===== config.mk =====
export PLATFORM = sky130hd
export DESIGN_NAME = hazard_ctl
export DESIGN_NICKNAME = d
export VERILOG_FILES = /design/src/rtl/hazard_pkg.sv /design/src/rtl/fwd_unit.sv /design/src/rtl/hazard_ctl.sv
export SDC_FILE = /design/constraint.sdc
export NUM_CORES = 1
export LEC_CHECK = 0
export BUFFER_PORTS_ARGS = -buffer_cell sky130_fd_sc_hd__buf_2
export CAP_MARGIN = 10
export CORE_MARGIN = 8
export CORE_UTILIZATION = 25
export CTS_CLUSTER_SIZE = 12
export DETAILED_ROUTE_END_ITERATION = 10
export PLACE_DENSITY = 0.58
export SYNTH_ARGS = -nofsm -noshare
export SYNTH_HDL_FRONTEND = slang
export SYNTH_SLANG_ARGS = --single-unit

===== constraint.sdc =====
create_clock -name clk -period 2 [get_ports clk]
set_clock_uncertainty 0.1 [all_clocks]
set_input_delay 0.2 -clock clk [delete_from_list [all_inputs] [get_ports clk]]
set_output_delay 0.2 -clock clk [all_outputs]
set_load 0.01 [all_outputs]

===== src/rtl/hazard_pkg.sv =====
// rtl/hazard_pkg.sv - shared types and constants for the hazard controller
// Contents:
//   state_t        RUN / STALL controller states
//   FWD_*          ALU operand source encodings driven on fwd_a / fwd_b
//   reg_match()    producer-to-operand register match (register 0 never matches)
package hazard_pkg;

    typedef enum logic [0:0] {
        RUN   = 1'b0,
        STALL = 1'b1
    } state_t;

    localparam logic [1:0] FWD_REG = 2'b00;
    localparam logic [1:0] FWD_MEM = 2'b10;
    localparam logic [1:0] FWD_WB  = 2'b01;

    // Addresses arrive zero-extended so one helper serves any REGW up to 32.
    function automatic logic reg_match(
        input logic        we,
        input logic [31:0] dest,
        input logic [31:0] r
    );
        return we && (dest != 32'd0) && (dest == r);
    endfunction

endpackage


===== src/rtl/fwd_unit.sv =====
// rtl/fwd_unit.sv - ALU operand forwarding select for the instruction in ID/EX
// Parameters:
//   REGW          register-address width
// Ports:
//   ex_rs, ex_rt  in   source registers of the instruction in ID/EX
//   mem_dest      in   EX/MEM destination register
//   mem_regwrite  in   EX/MEM write enable
//   wb_dest       in   MEM/WB destination register
//   wb_regwrite   in   MEM/WB write enable
//   fwd_a, fwd_b  out  operand source select (FWD_REG / FWD_MEM / FWD_WB)
module fwd_unit
    import hazard_pkg::*;
#(
    parameter int REGW = 5
) (
    input  logic [REGW-1:0] ex_rs,
    input  logic [REGW-1:0] ex_rt,
    input  logic [REGW-1:0] mem_dest,
    input  logic            mem_regwrite,
    input  logic [REGW-1:0] wb_dest,
    input  logic            wb_regwrite,
    output logic [1:0]      fwd_a,
    output logic [1:0]      fwd_b
);

    logic mem_hit_a;
    logic mem_hit_b;
    logic wb_hit_a;
    logic wb_hit_b;

    assign mem_hit_a = reg_match(mem_regwrite, 32'(mem_dest), 32'(ex_rs));
    assign mem_hit_b = reg_match(mem_regwrite, 32'(mem_dest), 32'(ex_rt));
    assign wb_hit_a  = reg_match(wb_regwrite,  32'(wb_dest),  32'(ex_rs));
    assign wb_hit_b  = reg_match(wb_regwrite,  32'(wb_dest),  32'(ex_rt));

    // EX/MEM holds the younger result, so it wins when both stages match.
    always_comb begin
        fwd_a = FWD_REG;
        fwd_b = FWD_REG;
        if (mem_hit_a) begin
            fwd_a = FWD_MEM;
        end else if (wb_hit_a) begin
            fwd_a = FWD_WB;
        end
        if (mem_hit_b) begin
            fwd_b = FWD_MEM;
        end else if (wb_hit_b) begin
            fwd_b = FWD_WB;
        end
    end

endmodule


===== src/rtl/hazard_ctl.sv =====
// rtl/hazard_ctl.sv - pipeline stall / flush / forwarding controller
// Build option: HAZARD_CTL_FORWARDING_EN (defined: forwarding with load-use
// stall of one cycle; undefined: no forwarding, interlock on EX and MEM producers)
// Parameters:
//   REGW                          register-address width
// Ports:
//   clk, rst                      clock, asynchronous active-high reset
//   id_rs, id_rt, id_uses_rt      operands of the instruction in IF/ID
//   ex_rs, ex_rt                  operands of the instruction in ID/EX
//   ex_dest, ex_regwrite,
//   ex_memread                    ID/EX producer
//   mem_dest, mem_regwrite        EX/MEM producer
//   wb_dest, wb_regwrite          MEM/WB producer
//   branch_taken                  resolved taken branch in EX/MEM
//   pc_write, ifid_write          PC and IF/ID load enables
//   pc_src                        select branch target as next PC
//   ifid_flush, idex_flush,
//   exmem_flush                   bubble insertion per pipeline register
//   fwd_a, fwd_b                  ALU operand source selects
//   stall_cycles, flush_events    saturating performance counters
module hazard_ctl
    import hazard_pkg::*;
#(
    parameter int REGW = 5
) (
    input  logic            clk,
    input  logic            rst,
    input  logic [REGW-1:0] id_rs,
    input  logic [REGW-1:0] id_rt,
    input  logic            id_uses_rt,
    input  logic [REGW-1:0] ex_rs,
    input  logic [REGW-1:0] ex_rt,
    input  logic [REGW-1:0] ex_dest,
    input  logic            ex_regwrite,
    input  logic            ex_memread,
    input  logic [REGW-1:0] mem_dest,
    input  logic            mem_regwrite,
    input  logic [REGW-1:0] wb_dest,
    input  logic            wb_regwrite,
    input  logic            branch_taken,
    output logic            pc_write,
    output logic            ifid_write,
    output logic            pc_src,
    output logic            ifid_flush,
    output logic            idex_flush,
    output logic            exmem_flush,
    output logic [1:0]      fwd_a,
    output logic [1:0]      fwd_b,
    output logic [15:0]     stall_cycles,
    output logic [15:0]     flush_events
);

    state_t     state;
    state_t     state_nx;
    logic [1:0] cnt;
    logic [1:0] cnt_nx;
    logic [1:0] need;
    logic       stall;
    logic       hit_ex;

    // Does the ID/EX producer feed an operand of the instruction being decoded?
    assign hit_ex = reg_match(ex_regwrite, 32'(ex_dest), 32'(id_rs))
                 || (id_uses_rt && reg_match(ex_regwrite, 32'(ex_dest), 32'(id_rt)));

`ifdef HAZARD_CTL_FORWARDING_EN
    logic [1:0] fwd_a_raw;
    logic [1:0] fwd_b_raw;

    // Only a load in EX cannot be forwarded in time.
    assign need = (ex_memread && hit_ex) ? 2'd1 : 2'd0;

    fwd_unit #(
        .REGW (REGW)
    ) u_fwd_unit (
        .ex_rs        (ex_rs),
        .ex_rt        (ex_rt),
        .mem_dest     (mem_dest),
        .mem_regwrite (mem_regwrite),
        .wb_dest      (wb_dest),
        .wb_regwrite  (wb_regwrite),
        .fwd_a        (fwd_a_raw),
        .fwd_b        (fwd_b_raw)
    );

    assign fwd_a = rst ? FWD_REG : fwd_a_raw;
    assign fwd_b = rst ? FWD_REG : fwd_b_raw;
`else
    logic hit_mem;
    logic unused_fwd_inputs;

    assign hit_mem = reg_match(mem_regwrite, 32'(mem_dest), 32'(id_rs))
                  || (id_uses_rt && reg_match(mem_regwrite, 32'(mem_dest), 32'(id_rt)));

    // Without forwarding the consumer waits until the producer reaches WB,
    // where the regfile's write-before-read takes over.
    assign need = hit_ex ? 2'd2 : (hit_mem ? 2'd1 : 2'd0);

    assign fwd_a = FWD_REG;
    assign fwd_b = FWD_REG;

    assign unused_fwd_inputs = ^{ex_rs, ex_rt, wb_dest, wb_regwrite, ex_memread};
`endif

    // Next state. A taken branch squashes whatever is stalled behind it.
    always_comb begin
        state_nx = state;
        cnt_nx   = cnt;
        stall    = 1'b0;
        if (branch_taken) begin
            state_nx = RUN;
            cnt_nx   = 2'd0;
        end else begin
            case (state)
                RUN: begin
                    if (need != 2'd0) begin
                        stall = 1'b1;
                        if (need == 2'd2) begin
                            // This cycle is the first bubble; STALL covers the rest.
                            state_nx = STALL;
                            cnt_nx   = 2'd1;
                        end
                    end
                end
                STALL: begin
                    stall = 1'b1;
                    if (cnt <= 2'd1) begin
                        state_nx = RUN;
                        cnt_nx   = 2'd0;
                    end else begin
                        cnt_nx = cnt - 2'd1;
                    end
                end
                default: begin
                    state_nx = RUN;
                    cnt_nx   = 2'd0;
                end
            endcase
        end
    end

    // Control outputs. Reset forces the quiet, non-advancing pattern.
    always_comb begin
        pc_write    = 1'b1;
        ifid_write  = 1'b1;
        pc_src      = 1'b0;
        ifid_flush  = 1'b0;
        idex_flush  = 1'b0;
        exmem_flush = 1'b0;
        if (rst) begin
            pc_write   = 1'b0;
            ifid_write = 1'b0;
        end else if (branch_taken) begin
            pc_src      = 1'b1;
            ifid_flush  = 1'b1;
            idex_flush  = 1'b1;
            exmem_flush = 1'b1;
        end else if (stall) begin
            pc_write   = 1'b0;
            ifid_write = 1'b0;
            idex_flush = 1'b1;
        end
    end

    always_ff @(posedge clk or posedge rst) begin
        if (rst) begin
            state <= RUN;
            cnt   <= 2'd0;
        end else begin
            state <= state_nx;
            cnt   <= cnt_nx;
        end
    end

    always_ff @(posedge clk or posedge rst) begin
        if (rst) begin
            stall_cycles <= 16'd0;
            flush_events <= 16'd0;
        end else begin
            if (!pc_write && (stall_cycles != 16'hFFFF)) begin
                stall_cycles <= stall_cycles + 16'd1;
            end
            if (branch_taken && (flush_events != 16'hFFFF)) begin
                flush_events <= flush_events + 16'd1;
            end
        end
    end

endmodule


==> out/results.tsv, run 1 <==
stage	metric	value	unit
status	outcome	complete, but fails checks	
status	violated checks	setup timing	
worst_setup_path	critical path fanouts, max	3	
synth	FF+latch count, synth	35	
worst_setup_path	Reg2Reg Depth	8	
worst_setup_path	RR Endpoint	flush_events[7]	
die	# IOs	85	
sta	Fin Hold WS	60.8	ps
die	Die ar.	0.0109	mm²
detailed_routing	drt wl/cell	13.4	µm
sta	Worst Slack Setup Final	-117	ps
synth	Syn. warnings	0	
synth	Main synth FF type	dfrtp_1	
sta	Slew Viols, Final	0	
grt	first-pass GRT wire length	8.87	mm
worst_hold_path	Hold Crit Depth	2	
worst_hold_path	worst min path class	in2reg	
sta	fin crit period	2120	ps
worst_setup_path	critical path launch point	ex_dest[4]	
detailed_routing	post-route ant nets	0	
detailed_routing	wirelength, routed	5.43	mm
pwr	NetSw	0.966	mW
die	Core ar.	0.00765	mm²
clocking	clock latency on the worst-skew pair	280	ps
die	Starting Density	25.6	%
clocking	clk slew on worst S/H paths	70	ps
pwr	Leak	1.37	nW
pwr	Int Power	1.71	mW
synth	register area share after synthesis	44.8	%
final_layout	fin util	38.1	%
grt	largest net degree at the start of global routing	20	
pwr	share of power burned in registers	38.6	%
detailed_routing	DRC viols	0	
clocking	clk sinks	35	
worst_setup_path	Arr. time, crit path	1820	ps
place	Post-Place Setup Slack	-295	ps
synth	Commonest cells post-synth	dfrtp_1, xnor2_1, nand2_1	
worst_hold_path	Hold Path Origin	branch_taken	
grt	total track usage	9.65	%
synth	area leader, netlist	dfrtp_1	
clocking	clock tree buffer depth	2	
sta	Fin Setup TNS	-652	ps
die	# rows	32	
pwr	Max VDD drop	402	µV
synth	Unique masters post-synth	34	
clocking	CTS tree	built	
place	GP Congestion	0.826	
synth	Synth top area share	44.8	%
pwr	Net Sw Frac	36.1	%
detailed_routing	DR vias	1792	
clocking	H-tree level count	2	
worst_setup_path	worst r2r src	flush_events[7]	
synth	Mapped Area	0.00196	mm²
place	# port buffers	63	
final_layout	Fillers	779	
final_layout	Syn-to-layout area delta	48.9	%
pwr	PD cells	919	mW/mm²
pwr	clock share of power	18.6	%
pwr	Comb power frac	42.8	%
die	Chip Height	104	µm
sta	maximum clock frequency	0.472	GHz
grt	initial antenna violation count	0	
synth	Post-synth EDFFs	0	
detailed_routing	Vias/cell	4.42	
grt	total grt overflow	0	
detailed_routing	drt first pass iters	4	
final_layout	# nets final	347	
worst_setup_path	Worst setup EP type	output port	
flow_run	MaxCap Viol Count	0	
clocking	root buf cell	clkbuf_8	
worst_setup_path	Critical Path RT	1700	ps
sta	Final Hold Viols	0	
sta	crit share post-route	106	%
synth	ys async rst share	100	%
clocking	total CTS buffers	5	
worst_setup_path	Critical Path Source Type	primary input	
place	dpl hpwl	4.13	mm
detailed_routing	DRT iter0 DRCs	27	
synth	Avg Inst Size Synth	10.0	µm²
sta	RSZ-0062 raised after global routing	true	
worst_setup_path	critical setup path kind	in2out	
worst_hold_path	hold path endpoint	cnt[0]	
synth	largest cells by area after synthesis	dfrtp_1, xnor2_1, xor2_1	
final_layout	Antenna Cells	0	
final_layout	layout cells sized above 1	44.9	%
die	Die W	104	µm
synth	Mapped Cells	195	
grt	vias in the first global route	1840	
worst_setup_path	R2R setup slack	70	ps
sta	Final Setup Violations	8	
==> power groups by stage <==
stage               sequential, mW  combinational (mW)  clock (mW)
floorplan                     1.19               0.404           0
global placement              1.04                1.09           0
detailed placement            1.04                1.11           0
CTS                           1.03                1.13       0.521
global route                  1.06                1.26       0.545
finish                        1.03                1.15       0.499
==> per-layer routing <==
layer / track usage (%) / share of wire (%) / vias up
met5: 0 / 0 / -
met4: 2.79 / 0.70 / 0
met3: 3.04 / 6.4 / 4
met2: 15.3 / 47 / 52
met1: 12.2 / 45 / 861
li1: - / - / 875
==> through the flow <==
step                area, µm²  cells  power, mW
floorplan                2000    198       1.59
global placement         2630    388       2.13
detailed placement       2630    388       2.15
CTS                      2820    403       2.68
global route             2910    405       2.87
finish                   2910    405       2.68
==> layout make-up <==
type | count | area (µm²) | share of cell area, %
Inverter | 7 | 26.3 | 0.902
Clock buffer | 5 | 68.8 | 2.36
Sequential cell | 35 | 877 | 30.1
Tap cell | 102 | 128 | 4.38
Clock inverter | 3 | 15.0 | 0.515
Timing Repair Buffer | 106 | 686 | 23.5
Multi-Input combinational cell | 147 | 1110 | 38.2
==> cells in the final DEF, fill, tap and decap left out, types with 4 or more instances in the layout <==
| cell | instances |
|---|---|
| buf_6 | 10 |
| nand4_1 | 8 |
| buf_4 | 35 |
| clkbuf_8 | 5 |
| conb_1 | 4 |
| nor2_1 | 9 |
| buf_2 | 60 |
| nand2_1 | 21 |
| inv_1 | 7 |
| nand3_1 | 12 |
| xor2_1 | 13 |
| dfrtp_1 | 34 |
| xnor2_1 | 33 |
| nor3_1 | 5 |
==> sequential cells by signal (all words and copies together), names as in the netlist <==
register	count
state	1
flush_events	16
stall_cycles	16
cnt	2
==> timing repair <==
action	4_1_cts	5_1_grt
setup buffers	6	4
hold endpoints to repair	35	0
endpoints found under the setup margin	9	26
resized for setup	9	17
pin swaps	10	11
hold buffers	1	0
==> cell families after synthesis <==
| group | synth area share, % |
|---|---|
| XOR/XNOR | 21.5 |
| AND/OR/NAND/NOR | 21.6 |
| adder cells (fa/ha/maj) | 1.28 |
| multiplexers | 0.768 |
| flip-flops | 44.8 |
| buffers and inverters | 4.80 |
| AO/OA/AOI/OAI | 5.12 |
| other | 0.192 |
==> critical path, stage by stage <==
cell	delay, ps
buf_6	90
or4_4	520
o21a_1	200
a221o_1	360
a21oi_4	210
buf_6	140
buf_6	90
==> worst max path at each step <==
stage | slack [ps] | end | cells past startpoint
3_5_place_dp | -290 | stall_cycles[9] | 8
5_1_grt | -160 | pc_write | 7
3_3_place_gp | -290 | stall_cycles[9] | 8
4_1_cts | -180 | pc_write | 7
6_report | -120 | pc_write | 7
2_1_floorplan | -70 | stall_cycles[6] | 7
(Power assumes the default switching activity.)
==> run 2: changes to the inputs <==
--- a/config.mk
+++ b/config.mk
@@ -5,13 +5,13 @@
 export SDC_FILE = /design/constraint.sdc
 export NUM_CORES = 1
 export LEC_CHECK = 0
+export ABC_AREA = 1
 export BUFFER_PORTS_ARGS = -buffer_cell sky130_fd_sc_hd__buf_2
-export CAP_MARGIN = 10
 export CORE_MARGIN = 8
 export CORE_UTILIZATION = 25
 export CTS_CLUSTER_SIZE = 12
 export DETAILED_ROUTE_END_ITERATION = 10
-export PLACE_DENSITY = 0.58
+export PLACE_DENSITY = 0.56
 export SYNTH_ARGS = -nofsm -noshare
 export SYNTH_HDL_FRONTEND = slang
 export SYNTH_SLANG_ARGS = --single-unit
==> run 2 against run 1 <==
Effect of this change:
- the flow now finishes without violations
- utilization is 6.3 points lower
- global-route usage is 0.084 points higher
- critical path depth is 2 higher
- clock power is 34% higher
- die area is 21% higher
- register-to-register slack better by 160 ps
- via count grew 34%
- sequential power shrank 8%
- non-clock buffer count decreased by 30
- critical endpoint is now flush_events[6]
==> out/results.tsv, run 2 <==
stage	metric	value	unit	change
detailed_routing	DRT iter0 DRCs	98		was 27
synth	Synth Area in XOR/XNOR	8.61	%	was 21.5%
final_layout	Antenna Cells	0		unchanged
synth	Unique masters post-synth	27		was 34
sta	Slew Viols, Final	0		unchanged
grt	grt met1 use	11.5	%	was 12.2%
pwr	Int Power	1.51	mW	was 1.71 mW
pwr	share of power burned in registers	40.9	%	was 38.6%
die	Chip Height	115	µm	was 104 µm
synth	Commonest cells post-synth	nand2_1, inv_1, dfrtp_1		was dfrtp_1, xnor2_1, nand2_1
pwr	Net Sw Frac	34.8	%	was 36.1%
worst_setup_path	Worst path slowest cell	dfrtp_1		was or4_4
worst_hold_path	Hold Crit Depth	4		was 2
synth	Mapped Cells	351		was 195
worst_setup_path	Arr. time, crit path	1840	ps	was 1820 ps
grt	grt peak-use layer	met2		unchanged
final_layout	Syn-to-layout area delta	25.5	%	was 48.9%
place	Post-Place Setup Slack	179	ps	was -295 ps
synth	Post-synth EDFFs	0		unchanged
synth	most frequent cell after synthesis	nand2_1		
final_layout	# nets final	468		was 347
clocking	clk slew on worst S/H paths	80	ps	was 70 ps
synth	mux share of post-synthesis cell area	0.461	%	was 0.768%
worst_setup_path	Worst setup EP type	register		was output port
pwr	NetSw	0.808	mW	was 0.966 mW
synth	Main synth FF type	dfrtp_1		unchanged
clocking	clock latency on the worst-skew pair	280	ps	about the same
synth	Synth Area in Compound Gates	2.15	%	was 5.12%
final_layout	leading cell type in the layout, fill and taps excluded	nand2_1		was buf_2
detailed_routing	DRC viols	0		unchanged
synth	register area share after synthesis	35.9	%	was 44.8%
worst_setup_path	RR Endpoint	flush_events[6]		was flush_events[7]
pwr	PD cells	757	mW/mm²	was 919 mW/mm²
sta	fin crit period	1770	ps	was 2120 ps
pwr	Max VDD drop	366	µV	was 402 µV
die	Core ar.	0.00964	mm²	was 0.00765 mm²
clocking	total CTS buffers	5		unchanged
worst_setup_path	CP top delay family	simple AND/OR/NAND/NOR gates		was compound AO/OA/AOI/OAI gates
worst_hold_path	worst min path class	in2reg		unchanged
clocking	CTS tree	built		unchanged
worst_setup_path	crit-path cells	ha_1 > nand3_1 > nor3_1 > nand3_1 > nand2_1 > buf_4 > nor2_1 > nand2_1 > xor2_1		was buf_6 > or4_4 > o21a_1 > a221o_1 > a21oi_4 > buf_6 > buf_6
worst_hold_path	Hold Path Origin	branch_taken		unchanged
place	GP Congestion	0.822		was 0.826
final_layout	layout cells sized above 1	23.8	%	was 44.9%
worst_setup_path	Critical Path RT	2070	ps	was 1700 ps
pwr	Comb power frac	30.2	%	was 42.8%
sta	Worst Slack Setup Final	226	ps	was -117 ps
sta	Fin Hold WS	202	ps	was 60.8 ps
flow_run	MaxCap Viol Count	0		unchanged
grt	total track usage	9.73	%	was 9.65%
sta	maximum clock frequency	0.564	GHz	was 0.472 GHz
place	dpl hpwl	5.13	mm	was 4.13 mm
die	Die ar.	0.0132	mm²	was 0.0109 mm²
grt	initial antenna violation count	0		unchanged
final_layout	Fillers	1080		was 779
pwr	Total Power	2.32	mW	was 2.68 mW
sta	crit share post-route	88.7	%	was 106%
clocking	clk sinks	35		unchanged
place	placed cell count	548		was 388
synth	area leader, netlist	dfrtp_1		unchanged
pwr	Leak	1.68	nW	was 1.37 nW
sta	Final Setup Violations	0		was 8
synth	adder-cell share of the synthesized area	1.02	%	was 1.28%
worst_setup_path	Critical Path Source Type	register		was primary input
detailed_routing	DR vias	2401		was 1792
worst_setup_path	Reg2Reg Depth	9		was 8
worst_setup_path	worst r2r src	flush_events[1]		was flush_events[7]
synth	FF+latch count, synth	35		unchanged
worst_setup_path	number of buffer and inverter stages on the critical path	1		was 3
final_layout	sequential cell area	876	µm²	was 877 µm²
synth	Avg Inst Size Synth	6.96	µm²	was 10.0 µm²
final_layout	most frequent cells in the layout	nand2_1, buf_2, inv_1, dfrtp_1, nor2_1		was buf_2, buf_4, dfrtp_1, xnor2_1, nand2_1
synth	largest cells by area after synthesis	dfrtp_1, nand2_1, inv_1		was dfrtp_1, xnor2_1, xor2_1
final_layout	footprint of the multi-input gates	0.00130	mm²	was 0.00111 mm²
final_layout	Largest regs	flush_events (16), stall_cycles (16), cnt (2)		unchanged
grt	first-pass GRT wire length	10.7	mm	was 8.87 mm
worst_setup_path	CP peak stage delay	420	ps	was 520 ps
synth	largest family of logic cells by synthesized area	simple AND/OR/NAND/NOR gates		unchanged
detailed_routing	drt first pass iters	4		unchanged
synth	Syn. warnings	0		unchanged
pwr	clock share of power	28.9	%	was 18.6%
place	# port buffers	63		unchanged
clocking	post-CTS setup buffers	0		was 6
die	# IOs	85		unchanged
worst_setup_path	R2R setup slack	230	ps	was 70 ps
grt	GRT met2 Usage	17.3	%	was 15.3%
detailed_routing	post-route ant nets	0		unchanged
synth	Mapped Area	0.00244	mm²	was 0.00196 mm²
worst_setup_path	critical setup path kind	reg2reg		was in2out
clocking	clock tree buffer depth	2		unchanged
clocking	H-tree level count	2		unchanged
die	# rows	36		was 32
die	Die W	115	µm	was 104 µm
detailed_routing	Vias/cell	4.31		was 4.42
status	outcome	completed		was complete, but fails checks
grt	vias in the first global route	2307		was 1840
sta	Fin Setup TNS	0	ps	was -652 ps
grt	global routing usage on met3	3.05	%	was 3.04%
die	Starting Density	25.3	%	was 25.6%
detailed_routing	drt wl/cell	11.5	µm	was 13.4 µm
final_layout	Layout Cells excl Fill	557		was 405
grt	total grt overflow	0		unchanged
worst_hold_path	hold path endpoint	cnt[0]		unchanged
sta	Final Hold Viols	0		unchanged
worst_setup_path	critical path fanouts, max	6		was 3
grt	largest net degree at the start of global routing	36		was 20
clocking	root buf cell	clkbuf_8		unchanged
synth	simple logic cell fraction of the synthesized area	40.0	%	was 21.6%
detailed_routing	wirelength, routed	6.41	mm	was 5.43 mm
synth	Synth top area share	35.9	%	was 44.8%
synth	ys async rst share	100	%	unchanged
sta	RSZ-0062 raised after global routing	false		was true
-- run 2: cell count changes after synthesis, sizes merged, moves of 4 or more --
| cell | before | now |
|---|---|---|
| nand2 | 21 | 120 |
| o21ai | 0 | 9 |
| buf | 8 | 12 |
| nand3 | 13 | 26 |
| nand4 | 8 | 22 |
| xor2 | 13 | 17 |
| xnor2 | 35 | 7 |
| nor2 | 10 | 30 |
| inv | 7 | 50 |
| nor3 | 7 | 13 |
| and3 | 5 | 0 |
| nor4 | 6 | 1 |
-- run 2: per-stage QoR --
stage / area (µm²) / util (%)
after global routing: 3060 / 31.8
final: 3060 / 31.8
after CTS: 3050 / 31.7
after detailed placement: 2930 / 30.4
after global placement: 2930 / 30.4
after floorplan: 2450 / -
-- run 2: worst min-delay path: stages --
cell and delay [ps]:
buf_2 120, nor2_1 80, nand2_1 60, o211ai_1 80
-- run 2: logic make-up after synthesis --
kind of cell	count (synthesis)
compound gates	10
fa+ha+maj	2
mux	1
buf+inv	64
simple gates	214
flops	35
other cells	1
xor+xnor	24
-- run 2: cell type report --
cell class,count,share of cell area (%)
Multi-Input combinational cell,255,42.5
Sequential cell,35,28.6
Timing Repair Buffer,76,13.6
Inverter,50,6.12
Tap cell,133,5.43
Clock buffer,6,2.69
Clock inverter,2,1.14
-- run 2: worst max path at each step --
stage / from / depth (start not counted) / slack, ps / end
floorplan: flush_events[0] / 6 / 320 / flush_events[12]
global placement: stall_cycles[1] / 8 / 240 / stall_cycles[10]
detailed placement: stall_cycles[1] / 8 / 180 / stall_cycles[0]
CTS: stall_cycles[1] / 8 / 160 / stall_cycles[0]
global route: flush_events[1] / 9 / 60 / flush_events[6]
finish: flush_events[1] / 9 / 230 / flush_events[6]
-- run 2: per-layer routing --
metal,routed length [µm],part of all wire (%)
met4,10,0.16
met3,318,5.0
met2,3230,50
met1,2860,45
met5,0,0
-- run 2: power groups by stage --
| stage | Combinational (mW) | Sequential, mW | Clock (mW) |
|---|---|---|---|
| after floorplan | 0.383 | 1.01 | 0 |
| after global placement | 0.699 | 0.959 | 0 |
| after detailed placement | 0.706 | 0.964 | 0 |
| after CTS | 0.711 | 0.950 | 0.691 |
| after global routing | 0.797 | 0.974 | 0.725 |
| final | 0.700 | 0.950 | 0.671 |
-- run 2: what timing repair did --
item,4_1_cts,5_1_grt
hold buffers,1,0
setup endpoints to repair,0,3
resized for setup,0,2
hold endpoints to repair,27,0
